## src/rtl/cobs_frame_fifo.sv

```systemverilog
// Store-and-forward buffer for a COBS byte stream (frames end in 0x00).
// Bytes are written speculatively; a frame becomes readable only once its
// delimiter lands, and a frame that runs out of room is dropped whole.
//
// state   | meaning
// --------+------------------------------------------------------------
// ST_PASS | accepting bytes into the buffer (or rewinding on overflow)
// ST_DROP | discarding the rest of an overflowed frame up to its 0x00
module cobs_frame_fifo #(
    parameter int DEPTH       = 64,
    parameter int COUNT_WIDTH = 16
) (
    input  logic                   clk,
    input  logic                   reset_n,
    input  logic [7:0]             in_tdata,
    input  logic                   in_tvalid,
    output logic                   in_tready,
    output logic [7:0]             out_tdata,
    output logic                   out_tvalid,
    input  logic                   out_tready,
    output logic                   out_tlast,
    output logic [COUNT_WIDTH-1:0] frames_pending,
    output logic [COUNT_WIDTH-1:0] frames_dropped
);

    localparam int AW = $clog2(DEPTH);
    localparam int PW = AW + 1;

    typedef enum logic {
        ST_PASS = 1'b0,
        ST_DROP = 1'b1
    } state_t;

    state_t                 state_q, state_d;
    logic [PW-1:0]          wr_ptr_q, wr_ptr_d;
    logic [PW-1:0]          commit_ptr_q, commit_ptr_d;
    logic [PW-1:0]          rd_ptr_q, rd_ptr_d;
    logic                   in_tready_q;
    logic [COUNT_WIDTH-1:0] frames_pending_q, frames_pending_d;
    logic [COUNT_WIDTH-1:0] frames_dropped_q, frames_dropped_d;
    logic [7:0]             mem_q [DEPTH];

    logic accept;
    logic full;
    logic is_delim;
    logic mem_we;
    logic commit;
    logic drop;
    logic rd_fire;

    assign accept   = in_tvalid && in_tready_q;
    // Occupancy counts speculative bytes too; a same-cycle read frees nothing.
    assign full     = (wr_ptr_q - rd_ptr_q) == PW'(DEPTH);
    assign is_delim = (in_tdata == 8'h00);

    assign in_tready  = in_tready_q;
    assign out_tvalid = (rd_ptr_q != commit_ptr_q);
    assign out_tdata  = mem_q[rd_ptr_q[AW-1:0]];
    assign out_tlast  = out_tvalid && (out_tdata == 8'h00);
    assign rd_fire    = out_tvalid && out_tready;

    assign frames_pending = frames_pending_q;
    assign frames_dropped = frames_dropped_q;

    // Write-side FSM: speculative write, commit on delimiter, rewind on overflow.
    always_comb begin
        state_d      = state_q;
        wr_ptr_d     = wr_ptr_q;
        commit_ptr_d = commit_ptr_q;
        mem_we       = 1'b0;
        commit       = 1'b0;
        drop         = 1'b0;
        case (state_q)
            ST_PASS: begin
                if (accept) begin
                    if (!full) begin
                        mem_we   = 1'b1;
                        wr_ptr_d = wr_ptr_q + PW'(1);
                        if (is_delim) begin
                            commit_ptr_d = wr_ptr_q + PW'(1);
                            commit       = 1'b1;
                        end
                    end else begin
                        wr_ptr_d = commit_ptr_q;
                        drop     = 1'b1;
                        if (!is_delim) begin
                            state_d = ST_DROP;
                        end
                    end
                end
            end
            ST_DROP: begin
                if (accept && is_delim) begin
                    state_d = ST_PASS;
                end
            end
            default: state_d = ST_PASS;
        endcase
    end

    // Read pointer and status counters.
    always_comb begin
        rd_ptr_d         = rd_ptr_q + (rd_fire ? PW'(1) : PW'(0));
        frames_pending_d = frames_pending_q;
        frames_dropped_d = frames_dropped_q;
        case ({commit, rd_fire && out_tlast})
            2'b10:   frames_pending_d = frames_pending_q + COUNT_WIDTH'(1);
            2'b01:   frames_pending_d = frames_pending_q - COUNT_WIDTH'(1);
            default: frames_pending_d = frames_pending_q;
        endcase
        if (drop && !(&frames_dropped_q)) begin
            frames_dropped_d = frames_dropped_q + COUNT_WIDTH'(1);
        end
    end

    // Control registers; an in-flight frame simply vanishes on reset.
    always_ff @(posedge clk or negedge reset_n) begin
        if (!reset_n) begin
            state_q          <= ST_PASS;
            wr_ptr_q         <= '0;
            commit_ptr_q     <= '0;
            rd_ptr_q         <= '0;
            in_tready_q      <= 1'b0;
            frames_pending_q <= '0;
            frames_dropped_q <= '0;
        end else begin
            state_q          <= state_d;
            wr_ptr_q         <= wr_ptr_d;
            commit_ptr_q     <= commit_ptr_d;
            rd_ptr_q         <= rd_ptr_d;
            in_tready_q      <= 1'b1;
            frames_pending_q <= frames_pending_d;
            frames_dropped_q <= frames_dropped_d;
        end
    end

    // Byte storage, deliberately not reset.
    always_ff @(posedge clk) begin
        if (mem_we) begin
            mem_q[wr_ptr_q[AW-1:0]] <= in_tdata;
        end
    end

endmodule

```

## config.mk

```make
export PLATFORM = sky130hd
export DESIGN_NAME = cobs_frame_fifo
export DESIGN_NICKNAME = d
export VERILOG_FILES = /design/src/rtl/cobs_frame_fifo.sv
export SDC_FILE = /design/constraint.sdc
export NUM_CORES = 1
export LEC_CHECK = 0
export BUFFER_PORTS_ARGS = -buffer_cell sky130_fd_sc_hd__buf_2
export CAP_MARGIN = 25
export CORE_MARGIN = 4
export CORE_UTILIZATION = 61
export CTS_CLUSTER_DIAMETER = 100
export DETAILED_ROUTE_END_ITERATION = 6
export GPL_TIMING_DRIVEN = 1
export PLACE_DENSITY = 0.78
export SYNTH_ARGS = -nofsm -noshare
export SYNTH_HDL_FRONTEND = slang
export SYNTH_SLANG_ARGS = --single-unit
```

## constraint.sdc

```tcl
create_clock -name clk -period 10.1 [get_ports clk]
set_input_delay 1.01 -clock clk [delete_from_list [all_inputs] [get_ports clk]]
set_output_delay 1.01 -clock clk [all_outputs]
set_load 0.02 [all_outputs]
```

==> results of run 1 <==
synth_stat cells (15+ instances only):
cell                       instances
sky130_fd_sc_hd__o21ai_0          32
sky130_fd_sc_hd__ha_1             25
sky130_fd_sc_hd__nor2_1           87
sky130_fd_sc_hd__mux4_2          101
sky130_fd_sc_hd__clkbuf_1         29
sky130_fd_sc_hd__nor4_1           15
sky130_fd_sc_hd__xor2_1           15
sky130_fd_sc_hd__edfxtp_1        512
sky130_fd_sc_hd__mux2i_1          68
sky130_fd_sc_hd__a22oi_1          31
sky130_fd_sc_hd__nand3_1          38
sky130_fd_sc_hd__dfrtp_1          55
sky130_fd_sc_hd__nand2_1          64
sky130_fd_sc_hd__xnor2_1          27
sky130_fd_sc_hd__nor3_1           21
cell families (layout without fill, tap and decap cells):
| logic type | Yosys count | in the layout |
|---|---|---|
| adder cells (fa/ha/maj) | 26 | 26 |
| multiplexers | 184 | 184 |
| flip-flops | 567 | 567 |
| AND/OR/NAND/NOR | 304 | 304 |
| AO/OA/AOI/OAI | 154 | 154 |
| other | 1 | 1 |
| buffers and inverters | 84 | 207 |
| XOR/XNOR | 42 | 42 |
registers in the layout (all words and copies together), names as in the netlist:
name,cells
frames_pending,16
mem_q,512
state_q,1
wr_ptr_q,7
in_tready,1
rd_ptr_q,7
frames_dropped,16
commit_ptr_q,7
how the worst max path moves through the flow:
| stage | startpoint | end | slack, ns | depth (start not counted) |
|---|---|---|---|---|
| after floorplan | rd_ptr_q[3] | frames_pending[12] | 5.26 | 18 |
| after global placement | rd_ptr_q[0] | frames_pending[12] | 3.51 | 17 |
| after detailed placement | rd_ptr_q[0] | frames_pending[12] | 3.32 | 17 |
| after CTS | rd_ptr_q[0] | frames_pending[12] | 3.32 | 17 |
| after global routing | rd_ptr_q[0] | frames_pending[12] | 2.90 | 17 |
| final | rd_ptr_q[0] | frames_pending[12] | 3.28 | 17 |
stage by stage:
stage                     power (mW)  instances  worst slack [ns]
after floorplan                 4.12       1362              5.26
after global placement          4.63       1895              3.51
after detailed placement        4.65       1898              3.32
after CTS                       6.60       1995              3.32
after global routing            6.85       1996              2.90
final                           6.61       1996              3.28
layout make-up:
cell class	instances	area (um2)	share of cell area [%]
Clock inverter	32	287	1.09
Inverter	16	60.1	0.229
Sequential cell	567	16800	64.0
Clock buffer	65	1410	5.40
Tap cell	511	639	2.44
Multi-Input combinational cell	711	6450	24.6
Timing Repair Buffer	94	581	2.22
critical path: stages (launching register included):
cell                       delay (ns)
sky130_fd_sc_hd__dfrtp_4         0.85
sky130_fd_sc_hd__buf_4           0.69
sky130_fd_sc_hd__mux4_2          0.59
sky130_fd_sc_hd__a22o_1          0.26
sky130_fd_sc_hd__a221oi_2        0.26
sky130_fd_sc_hd__nand3_1         0.19
sky130_fd_sc_hd__nor4_2          0.26
sky130_fd_sc_hd__a22oi_1         0.13
sky130_fd_sc_hd__nor3b_1         0.63
sky130_fd_sc_hd__ha_1            0.82
sky130_fd_sc_hd__ha_1            0.42
sky130_fd_sc_hd__nor2b_1         0.16
sky130_fd_sc_hd__o31a_1          0.25
sky130_fd_sc_hd__o21ai_0         0.26
sky130_fd_sc_hd__a211oi_1        0.17
sky130_fd_sc_hd__o31a_1          0.31
sky130_fd_sc_hd__o21a_1          0.18
sky130_fd_sc_hd__o31ai_1         0.23
metal layers:
metal / GRT usage (%) / part of all wire [%]
met1: 37.2 / 38
met2: 41.0 / 48
met3: 6.03 / 10
met4: 8.56 / 3.5
met5: 0 / 0
power groups by stage:
stage | Sequential [mW] | Clock (mW) | Combinational (mW)
floorplan | 2.69 | 0 | 1.43
global placement | 2.77 | 0 | 1.85
detailed placement | 2.77 | 0 | 1.88
CTS | 2.73 | 1.97 | 1.90
global route | 2.74 | 2.09 | 2.02
finish | 2.73 | 1.96 | 1.92
==> key figures, run 1 <==
Outcome
  • Status: finished, final reports clean

Timing
  • Count of final max-slew check failures: 0
  • Number of hold violations in the final report: 0
  • Count of endpoints failing setup in the final report: 0
  • Post-route fraction of the period consumed by the critical path: between 60% and 70%
  • Worst-margin pin slew: around 1.1 ns
  • Clk_skew: ~0.023 ns
  • Unrepaired setup endpoints after global routing: false
  • Highest clock rate: roughly 150 MHz
  • Worst max-slew margin expressed relative to the limit: ~30%
  • Worst Hold Slack: just under 0.5 ns
  • Final critical path time including I/O delays and setup: a little under 7 ns
  • Post-Route Setup TNS: 0 ns

Worst setup path
  • Worst endpoint data arrival time: around 7.3 ns
  • Category of the critical setup timing path: flop to flop
  • Required time reported for the critical path endpoint: about 11 ns
  • Reg-to-Reg Start: rd_ptr_q[0]
  • Worst-case reg-to-reg path depth: 17
  • Reg2reg end: frames_pending[12]
  • R2r setup slk: roughly 3.3 ns
  • Endpoint class of the critical path: flop
  • Maximum fanout encountered on the critical timing path: 36
  • Kind of start point of the critical path: flop

Synth
  • Seq/Total Area, Yosys: around 71%
  • Main combinational cell family by area after synthesis: multiplexers
  • Commonest register cell after synthesis: sky130_fd_sc_hd__edfxtp_1
  • Proportion of netlist area held by the largest area contributor: 65.0%
  • Post-synthesis instance area: about 0.024 mm2
  • Syn_area_per_cell: approximately 17 um2
  • Number of distinct standard cells referenced by the synthesized netlist: 69
  • Adder and majority cell fraction of the synthesized area: 1.41%
  • Portion of netlist area occupied by mux cells: between 10% and 20%
  • Xor and xnor area share after synthesis: around 1.6%
  • Largest cells by area after synthesis: sky130_fd_sc_hd__edfxtp_1, sky130_fd_sc_hd__mux4_2, sky130_fd_sc_hd__dfrtp_1
  • Cells after Synth: about 1.4k
  • Proportion of synthesized flip-flops having asynchronous set or reset: under 10%
  • Area share of and/or/nand/nor cells after synthesis: around 6.3%
  • Count of flip-flops with a built-in enable after synthesis: 512
  • Count of yosys warnings during synthesis: 0
  • Synthesized flop and latch total: around 570
  • Post-synthesis net count: around 1.4k
  • Share of the synthesized area in compound gates (AO/OA/AOI/OAI): about 4.6%
  • Biggest area consumer among synthesized cells: sky130_fd_sc_hd__edfxtp_1

Power and ir drop
  • Switching part of the total: 31.9%
  • Internal power: around 4.5 mW
  • Clock group share of total power: a little under 30%
  • Total power divided by cell area: 252 mW/mm2
  • Proportion of power drawn by combinational gates: just under 30%
  • Flop pwr share: 41.2%
  • Switching power of the nets: 2.11 mW
  • Peak supply drop: between 150 and 200 uV
  • Static leakage power: 8.91 nW

Finish
  • Number of inserted filler cells in the final layout: about 2.4k
  • Final core utilization: between 60% and 70%
  • Synth-to-Final Area Change: 10.6%
  • Total number of nets in the final design: ~1.5k
  • Layout cells sized above 1: between 10% and 20%
  • Most common cell after layout, fill and taps aside: sky130_fd_sc_hd__edfxtp_1
  • Most frequent cells in the layout: sky130_fd_sc_hd__edfxtp_1, sky130_fd_sc_hd__mux4_2, sky130_fd_sc_hd__nor2_1, sky130_fd_sc_hd__mux2i_1, sky130_fd_sc_hd__nand2_1
  • Count of antenna diodes in the layout: 0
  • Area of all placed cells without fillers: approximately 0.026 mm2

Hold path
  • Start point of the worst min-delay path: frames_dropped[10]
  • Hold crit path type: flop to flop
  • End point of the worst hold path: frames_dropped[10]
  • Number of stages on the worst hold path: 1

Run
  • Max-capacitance violation count: 0

Clocking
  • Clock Path Buffers: 3
  • Number of buffers created by CTS: 53
  • Root buffer cell: sky130_fd_sc_hd__clkbuf_16
  • Post-CTS Setup Inserts: 0
  • CTS tree: yes
  • # clock sinks: 567
  • Worst-path clk slew: 0.06 ns
  • Hold-fix buffers, CTS: 0
  • Number of gates given a new drive strength after cts: 0
  • Insertion delay to the later sink of the worst-skew pair: between 0.5 and 0.6 ns
  • H-Tree Depth: 2

Routing
  • Drt first-iter violations: approximately 1.5k
  • Post-detailed-routing wire length: around 54000 um
  • Remaining number of nets flagged by the antenna check after routing: 0
  • Number of detailed-routing iterations run before antenna repair: 6
  • Routed via count: 13.1k
  • Post-DR wirelength/cell: 26.8 um
  • Post-DR vias/cell: ~6.6
  • Drt drc: 0

Floorplanning
  • Overall die height: between 200 and 250 um
  • Die Outline Area: 0.0420 mm2
  • Total number of placement rows: around 70
  • CORE AREA: 0.0379 mm2
  • Starting utilization of the core area: ~62%
  • Horizontal extent of the die: between 200 and 250 um
  • I/O pin count: 55

Global routing
  • Total GRT Usage: a little over a quarter
  • Grt total ovfl: 0
  • Antenna violations before repair: 0
  • Via count of the first global-routing pass: roughly 13k
  • Wire length of the first global-routing pass: around 82000 um
  • Largest net degree at the start of global routing: between 70 and 80

Place
  • Total placed instance area: 0.0245 mm2
  • Detailed Place HPWL: 33000 um
  • Count of buffers inserted at the top-level ports: 54
  • Placer's final routability congestion estimate: between 0.8 and 0.9
No activity file was read; power rests on OpenSTA's default activity.
==> run 2: changes to the inputs <==
Settings changed: CORE_UTILIZATION 61 to 56, PLACE_DENSITY 0.78 to 0.75.
Clock period 10.1 ns to 5.95 ns, I/O delays scaled along.
==> key figures, run 2 (same netlist as run 1, synthesis figures left out) <==
Outcome
  • Status: finished, final reports clean

Timing
  • Count of endpoints failing setup in the final report: 0 (unchanged)
  • Highest clock rate: 181 MHz (+23%)
  • Count of final max-slew check failures: 0 (unchanged)
  • Post-Route Setup TNS: 0 ns (unchanged)
  • Worst-margin pin slew: 0.963 ns (-0.0926 ns)
  • Unrepaired setup endpoints after global routing: false
  • Clk_skew: 0.0267 ns (+0.00317 ns)
  • Final critical path time including I/O delays and setup: 5.53 ns (-1.29 ns)
  • Worst max-slew margin expressed relative to the limit: 35.5% (+6.0 points)
  • Number of hold violations in the final report: 0 (unchanged)
  • Post-route fraction of the period consumed by the critical path: 92.9% (+25 points)

Floorplanning
  • Horizontal extent of the die: 214 um (+4.2%)
  • CORE AREA: 0.0419 mm2 (+10%)
  • Total number of placement rows: 75 (+5.6%)
  • I/O pin count: 55 (unchanged)
  • Die Outline Area: 0.0456 mm2 (+8.6%)
  • Overall die height: 214 um (+4.2%)
  • Starting utilization of the core area: 56.6% (-5.8 points)

Routing
  • Post-DR wirelength/cell: 26.6 um (-0.85%)
  • Remaining number of nets flagged by the antenna check after routing: 0 (unchanged)
  • Post-DR vias/cell: 6.39 (-2.9%)
  • Post-detailed-routing wire length: 54800 um (+2.2%)
  • Drt drc: 0 (unchanged)
  • Drt first-iter violations: 1216 (-20%)
  • Number of detailed-routing iterations run before antenna repair: 6 (unchanged)
  • Routed via count: 13.2k (+0.11%)

Finish
  • Layout cells sized above 1: 21.7% (+1.8 points)
  • Multi-input gate area: 0.00646 mm2 (+0.21%)
  • Number of flip-flops under the largest register name: 512 (unchanged)
  • Count of antenna diodes in the layout: 0 (unchanged)
  • Total number of nets in the final design: 1517 (+2.4%)
  • Number of inserted filler cells in the final layout: 2892 (+19%)
  • Area of all placed cells without fillers: 0.0267 mm2 (+1.8%)
  • Synth-to-Final Area Change: 12.6%
  • Storage cell area: 0.0168 mm2 (unchanged)
  • Most common cell after layout, fill and taps aside: sky130_fd_sc_hd__edfxtp_1
  • Most frequent cells in the layout: sky130_fd_sc_hd__edfxtp_1, sky130_fd_sc_hd__mux4_2, sky130_fd_sc_hd__nor2_1, sky130_fd_sc_hd__buf_4, sky130_fd_sc_hd__mux2i_1

Clocking
  • Worst-path clk slew: 0.06 ns (about the same)
  • Hold-fix buffers, CTS: 0 (unchanged)
  • Number of buffers created by CTS: 55 (+3.8%)
  • Insertion delay to the later sink of the worst-skew pair: 0.60 ns (about the same)
  • H-Tree Depth: 2 (unchanged)
  • Root buffer cell: sky130_fd_sc_hd__clkbuf_16
  • # clock sinks: 567 (unchanged)
  • Clock Path Buffers: 3 (unchanged)
  • CTS tree: yes

Power and ir drop
  • Peak supply drop: 272 uV (+77%)
  • Switching part of the total: 31.1% (-0.89 points)
  • Total power divided by cell area: 434 mW/mm2 (+72%)
  • Clock group share of total power: 30.3% (+0.6 points)
  • Flop pwr share: 39.9% (-1.3 points)
  • Switching power of the nets: 3.59 mW (+70%)
  • Proportion of power drawn by combinational gates: 29.9% (+0.8 points)
  • Static leakage power: 9.14 nW (+2.6%)
  • Internal power: 7.98 mW (+77%)

Worst setup path
  • Crit path launch: rd_ptr_q[3]
  • Category of the critical setup timing path: flop to flop
  • Reg2reg end: frames_pending[15]
  • R2r setup slk: 0.42 ns (-2.86 ns)
  • Required time reported for the critical path endpoint: 6.47 ns (-4.11 ns)
  • Reg-to-Reg Start: rd_ptr_q[3]
  • Endpoint class of the critical path: flop
  • Worst endpoint data arrival time: 6.05 ns (-1.25 ns)
  • Maximum fanout encountered on the critical timing path: 16 (-56%)
  • Kind of start point of the critical path: flop
  • Worst-case reg-to-reg path depth: 18 (+1)

Hold path
  • Hold crit path type: primary input to asynchronous set/reset pin

Place
  • Count of buffers inserted at the top-level ports: 54 (unchanged)
  • Detailed Place HPWL: 34600 um (+4.8%)
  • Total placed instance area: 0.0248 mm2 (+1.2%)
  • Placer's final routability congestion estimate: 0.881 (about the same)

Global routing
  • Antenna violations before repair: 2 (+2)
  • Wire length of the first global-routing pass: 82400 um (+0.92%)
  • Total GRT Usage: 24.3% (-1.8 points)
  • Via count of the first global-routing pass: 13.1k (-1.0%)
  • Largest net degree at the start of global routing: 65 (-17%)
  • Grt total ovfl: 0 (unchanged)

Run
  • Max-capacitance violation count: 0 (unchanged)
run 2: metal layers:
layer	track usage (%)	vias to the layer above	share of wire (%)
met2	38.1	662	47
met1	34.2	6678	40
met5	0	-	0.049
li1	-	5695	-
met4	7.61	4	3.4
met3	6.44	113	9.7
run 2: through the flow:
| stage | power [mW] | hold slack, ns | util (%) | setup slack [ns] | instances |
|---|---|---|---|---|---|
| finish | 11.6 | 0.149 | 63.7 | 0.425 | 2057 |
| global route | 12.0 | 0.199 | 63.7 | 0.0535 | 2057 |
| CTS | 11.5 | 0.155 | 63.5 | 0.0328 | 2049 |
| detailed placement | 8.03 | 0.477 | 59.2 | 0.104 | 1953 |
| global placement | 7.99 | 0.471 | 59.1 | 0.136 | 1951 |
| floorplan | 7.00 | 0.299 | - | 1.11 | 1362 |
run 2: how the worst max path moves through the flow:
| stage | cells after the start | end |
|---|---|---|
| 2_1_floorplan | 18 | frames_pending[12] |
| 3_3_place_gp | 18 | frames_pending[12] |
| 3_5_place_dp | 18 | frames_pending[15] |
| 4_1_cts | 18 | frames_pending[15] |
| 5_1_grt | 18 | frames_pending[15] |
| 6_report | 18 | frames_pending[15] |
run 2: timing repair:
action	in CTS	in global routing
gates resized for setup	0	3
buffers inserted	0	8
endpoints found under the setup margin	0	8
run 2: power groups by stage:
| stage | registers, mW | logic, mW | clock network (mW) |
|---|---|---|---|
| final | 4.61 | 3.46 | 3.50 |
| after global routing | 4.62 | 3.65 | 3.73 |
| after CTS | 4.62 | 3.35 | 3.54 |
| after detailed placement | 4.70 | 3.33 | 0 |
| after global placement | 4.69 | 3.30 | 0 |
| after floorplan | 4.57 | 2.43 | 0 |
run 2: critical path: stages (launching register included):
cell and delay, ns:
sky130_fd_sc_hd__dfrtp_1 0.83, sky130_fd_sc_hd__inv_1 0.32, sky130_fd_sc_hd__buf_4 0.31, sky130_fd_sc_hd__ha_1 0.36, sky130_fd_sc_hd__o2111ai_1 0.12, sky130_fd_sc_hd__nand4b_1 0.12, sky130_fd_sc_hd__mux2i_1 0.31, sky130_fd_sc_hd__nor2_2 0.08
sky130_fd_sc_hd__or3_1 0.55, sky130_fd_sc_hd__ha_1 0.34, sky130_fd_sc_hd__buf_4 0.19, sky130_fd_sc_hd__ha_1 0.33, sky130_fd_sc_hd__a21o_1 0.17, sky130_fd_sc_hd__a21oi_1 0.29, sky130_fd_sc_hd__a2bb2oi_1 0.31, sky130_fd_sc_hd__o211ai_1 0.18
sky130_fd_sc_hd__a2111oi_0 0.42, sky130_fd_sc_hd__a31oi_1 0.08, sky130_fd_sc_hd__nand4_1 0.10
run 2: layout make-up:
cell class | instances | share of cell area (%)
clock buffers | 76 | 5.65
inverters | 16 | 0.225
repair buffers | 128 | 3.33
flip-flops and latches | 567 | 62.9
multi-input cells | 711 | 24.3
clock inverters | 20 | 1.12
well taps | 539 | 2.53
==> run 3: changes to the inputs <==
Settings changed: ABC_AREA from default to 1, CORE_UTILIZATION 56 to 57, PLACE_DENSITY 0.75 to 0.76.
==> key figures, run 3 <==
Clocking
  • # clock sinks: 567 (unchanged)
  • Clock Path Buffers: 3 (unchanged)
  • Root buffer cell: sky130_fd_sc_hd__clkbuf_16
  • Insertion delay to the later sink of the worst-skew pair: 0.60 ns (about the same)
  • H-Tree Depth: 2 (unchanged)
  • Worst-path clk slew: 0.06 ns (about the same)
  • Hold-fix buffers, CTS: 0 (unchanged)
  • Post-CTS Setup Inserts: 0 (unchanged)
  • CTS tree: yes
  • Number of gates given a new drive strength after cts: 0 (unchanged)
  • Number of buffers created by CTS: 55 (unchanged)

Global routing
  • Wire length of the first global-routing pass: 95400 um (+16%)
  • Grt total ovfl: 0 (unchanged)
  • Antenna violations before repair: 3 (+1)
  • Via count of the first global-routing pass: 17.0k (+30%)
  • Total GRT Usage: 25.9% (+1.6 points)
  • Largest net degree at the start of global routing: 159 (+140%)

Hold path
  • Hold crit path type: primary input to asynchronous set/reset pin

Floorplanning
  • Overall die height: 218 um (+2.3%)
  • Die Outline Area: 0.0477 mm2 (+4.6%)
  • I/O pin count: 55 (unchanged)
  • Horizontal extent of the die: 218 um (+2.3%)
  • Starting utilization of the core area: 58.1% (+1.6 points)
  • CORE AREA: 0.0435 mm2 (+3.8%)
  • Total number of placement rows: 76 (+1.3%)

Routing
  • Post-DR vias/cell: 5.70 (-11%)
  • Number of detailed-routing iterations run before antenna repair: 6 (unchanged)
  • Drt drc: 0 (unchanged)
  • Drt first-iter violations: 2251 (+85%)
  • Post-detailed-routing wire length: 62100 um (+13%)
  • Routed via count: 17.7k (+34%)
  • Post-DR wirelength/cell: 20.0 um (-25%)
  • Remaining number of nets flagged by the antenna check after routing: 0 (unchanged)

Synth
  • Post-synthesis instance area: 0.0253 mm2 (+6.7%)
  • Post-synthesis net count: 2482 (+77%)
  • Synthesized flop and latch total: 567 (unchanged)
  • Commonest register cell after synthesis: sky130_fd_sc_hd__edfxtp_1
  • Largest cells by area after synthesis: sky130_fd_sc_hd__edfxtp_1, sky130_fd_sc_hd__nand2_1, sky130_fd_sc_hd__dfrtp_1
  • Most numerous cell in the Yosys netlist: sky130_fd_sc_hd__nand2_1
  • Count of flip-flops with a built-in enable after synthesis: 512 (unchanged)
  • Seq/Total Area, Yosys: 66.3% (-4.4 points)
  • Synth cell count leaders: sky130_fd_sc_hd__nand2_1, sky130_fd_sc_hd__edfxtp_1, sky130_fd_sc_hd__nor2_1
  • Syn_area_per_cell: 10.3 um2 (-41%)
  • Biggest area consumer among synthesized cells: sky130_fd_sc_hd__edfxtp_1
  • Proportion of synthesized flip-flops having asynchronous set or reset: 9.70% (unchanged)
  • Proportion of netlist area held by the largest area contributor: 60.9% (-4.1 points)
  • Cells after Synth: 2444 (+79%)
  • Number of distinct standard cells referenced by the synthesized netlist: 42 (-39%)
  • Count of yosys warnings during synthesis: 0 (unchanged)

Finish
  • Number of flip-flops under the largest register name: 512 (unchanged)
  • Most common cell after layout, fill and taps aside: sky130_fd_sc_hd__nand2_1
  • Synth-to-Final Area Change: 9.66%
  • Most frequent cells in the layout: sky130_fd_sc_hd__nand2_1, sky130_fd_sc_hd__edfxtp_1, sky130_fd_sc_hd__nor2_1, sky130_fd_sc_hd__nand3_1, sky130_fd_sc_hd__inv_1
  • Count of antenna diodes in the layout: 0 (unchanged)
  • Layout cells sized above 1: 7.90% (-14 points)
  • Layout Cells excl Fill: 3104 (+51%)
  • Total number of nets in the final design: 2514 (+66%)

Timing
  • Clk_skew: 0.0151 ns (-0.0116 ns)
  • Worst max-slew margin expressed relative to the limit: 33.2% (-2.3 points)
  • Worst-margin pin slew: 1.00 ns (+0.0367 ns)
  • Count of final max-slew check failures: 0 (unchanged)
  • Unrepaired setup endpoints after global routing: false
  • Least setup slack across all paths after layout: 0.809 ns (+0.384 ns)
  • Final critical path time including I/O delays and setup: 5.14 ns (-0.384 ns)
  • Highest clock rate: 195 MHz (+7.5%)
  • Number of hold violations in the final report: 0 (unchanged)
  • Count of endpoints failing setup in the final report: 0 (unchanged)
  • Post-route fraction of the period consumed by the critical path: 86.4% (-6.5 points)
  • Post-Route Setup TNS: 0 ns (unchanged)

Worst setup path
  • Required time reported for the critical path endpoint: 6.43 ns (-0.04 ns)
  • Endpoint class of the critical path: flop
  • Maximum fanout encountered on the critical timing path: 89 (+73)
  • Category of the critical setup timing path: flop to flop
  • Kind of start point of the critical path: flop
  • Worst endpoint data arrival time: 5.63 ns (-0.42 ns)

Power and ir drop
  • Static leakage power: 11.1 nW (+21%)
  • Peak supply drop: 409 uV (+50%)
  • Total power divided by cell area: 459 mW/mm2 (+5.6%)

Outcome
  • Status: finished, final reports clean

Run
  • Max-capacitance violation count: 0 (unchanged)

Place
  • Number of cells after detailed placement: 3004 (+54%)
  • Detailed Place HPWL: 37300 um (+7.9%)
  • Count of buffers inserted at the top-level ports: 54 (unchanged)
  • Pre-CTS setup slack: 0.947 ns (+0.843 ns)
  • Placer's final routability congestion estimate: 0.921 (+4.5%)
==> run 3: cell count changes after synthesis, moves of 31 or more <==
cell | previous run | this run
sky130_fd_sc_hd__nor2_1 | 87 | 327
sky130_fd_sc_hd__nand3_1 | 38 | 228
sky130_fd_sc_hd__buf_2 | 12 | 55
sky130_fd_sc_hd__mux2i_1 | 68 | 0
sky130_fd_sc_hd__nand2_1 | 64 | 664
sky130_fd_sc_hd__mux4_2 | 101 | 0
sky130_fd_sc_hd__a22oi_1 | 31 | 0
sky130_fd_sc_hd__inv_1 | 13 | 205
sky130_fd_sc_hd__o21ai_0 | 32 | 147
==> run 3: layout make-up <==
| type | count | area (um2) |
|---|---|---|
| Fill cell | 3233 | 15800 |
| Sequential cell | 567 | 16800 |
| Clock buffer | 72 | 1520 |
| Timing Repair Buffer | 88 | 638 |
| Clock inverter | 28 | 241 |
| Inverter | 209 | 791 |
| Multi-Input combinational cell | 1555 | 7010 |
| Tap cell | 585 | 732 |
==> run 3: metal layers <==
metal	GRT usage, %	vias up	routed length [um]
li1	-	8215	-
met1	36.4	8356	24600
met2	40.2	956	28300
met3	5.39	153	6830
met4	10.0	0	2350
met5	0	-	0
==> run 3: critical path, cell delays in order, from the launching register on <==
cell and delay, ns:
sky130_fd_sc_hd__dfrtp_4 0.55, sky130_fd_sc_hd__inv_6 0.53, sky130_fd_sc_hd__buf_4 0.34, sky130_fd_sc_hd__nand2_1 0.07
sky130_fd_sc_hd__nand3_1 0.07, sky130_fd_sc_hd__nand2_1 0.06, sky130_fd_sc_hd__nand2_1 0.05, sky130_fd_sc_hd__nand2_1 0.05
sky130_fd_sc_hd__nor2_1 0.13, sky130_fd_sc_hd__nand2_1 0.11, sky130_fd_sc_hd__nand3_1 0.14, sky130_fd_sc_hd__nand2_1 0.13
sky130_fd_sc_hd__nor2_1 0.12, sky130_fd_sc_hd__nand2_1 0.13, sky130_fd_sc_hd__nor3_2 0.42, sky130_fd_sc_hd__ha_1 0.35
sky130_fd_sc_hd__inv_1 0.08, sky130_fd_sc_hd__fa_1 0.41, sky130_fd_sc_hd__o21ai_1 0.23, sky130_fd_sc_hd__inv_1 0.07
sky130_fd_sc_hd__o21ai_1 0.27, sky130_fd_sc_hd__a21oi_1 0.15, sky130_fd_sc_hd__o21a_1 0.20, sky130_fd_sc_hd__or2_0 0.19
sky130_fd_sc_hd__nand3_1 0.07, sky130_fd_sc_hd__nand2_1 0.06
==> run 3: final timing paths <==
kind	start	to	slack [ns]	depth (start not counted)
max in group asynchronous	reset_n	rd_ptr_q[0]	5.27	2
hold / removal	reset_n	frames_pending[1]	0.13	2
min in group clk	in_tvalid	state_q	0.30	3
setup reg to reg	rd_ptr_q[0]	frames_pending[12]	0.81	25
setup / recovery	rd_ptr_q[0]	frames_pending[12]	0.81	25
hold reg to reg	state_q	state_q	0.49	1
==> run 3: where the power goes <==
group | internal [mW] | switching, mW
Clock | 1.97 | 1.46
Combinational | 1.34 | 3.26
Sequential | 4.49 | 0.180
==> run 3: cell families (layout without fill, tap and decap cells) <==
logic type      count (synthesis)  count (layout)  synth area share (%)
xor+xnor                       35              35                  1.21
other cells                     1               1                0.0148
flops                         567             567                  66.3
buf+inv                       322             397                  5.93
simple gates                 1264            1264                  20.4
compound gates                229             229                  4.84
fa+ha+maj                      26              26                  1.32
==> run 3: per-stage QoR <==
step / power (mW) / hold slack, ns / utilization (%) / area (um2)
floorplan: 7.91 / 0.299 / - / 25300
global placement: 9.14 / 0.473 / 59.7 / 25900
detailed placement: 9.23 / 0.481 / 59.7 / 25900
CTS: 12.6 / 0.135 / 63.7 / 27700
global route: 13.3 / 0.182 / 63.7 / 27700
finish: 12.7 / 0.130 / 63.7 / 27700
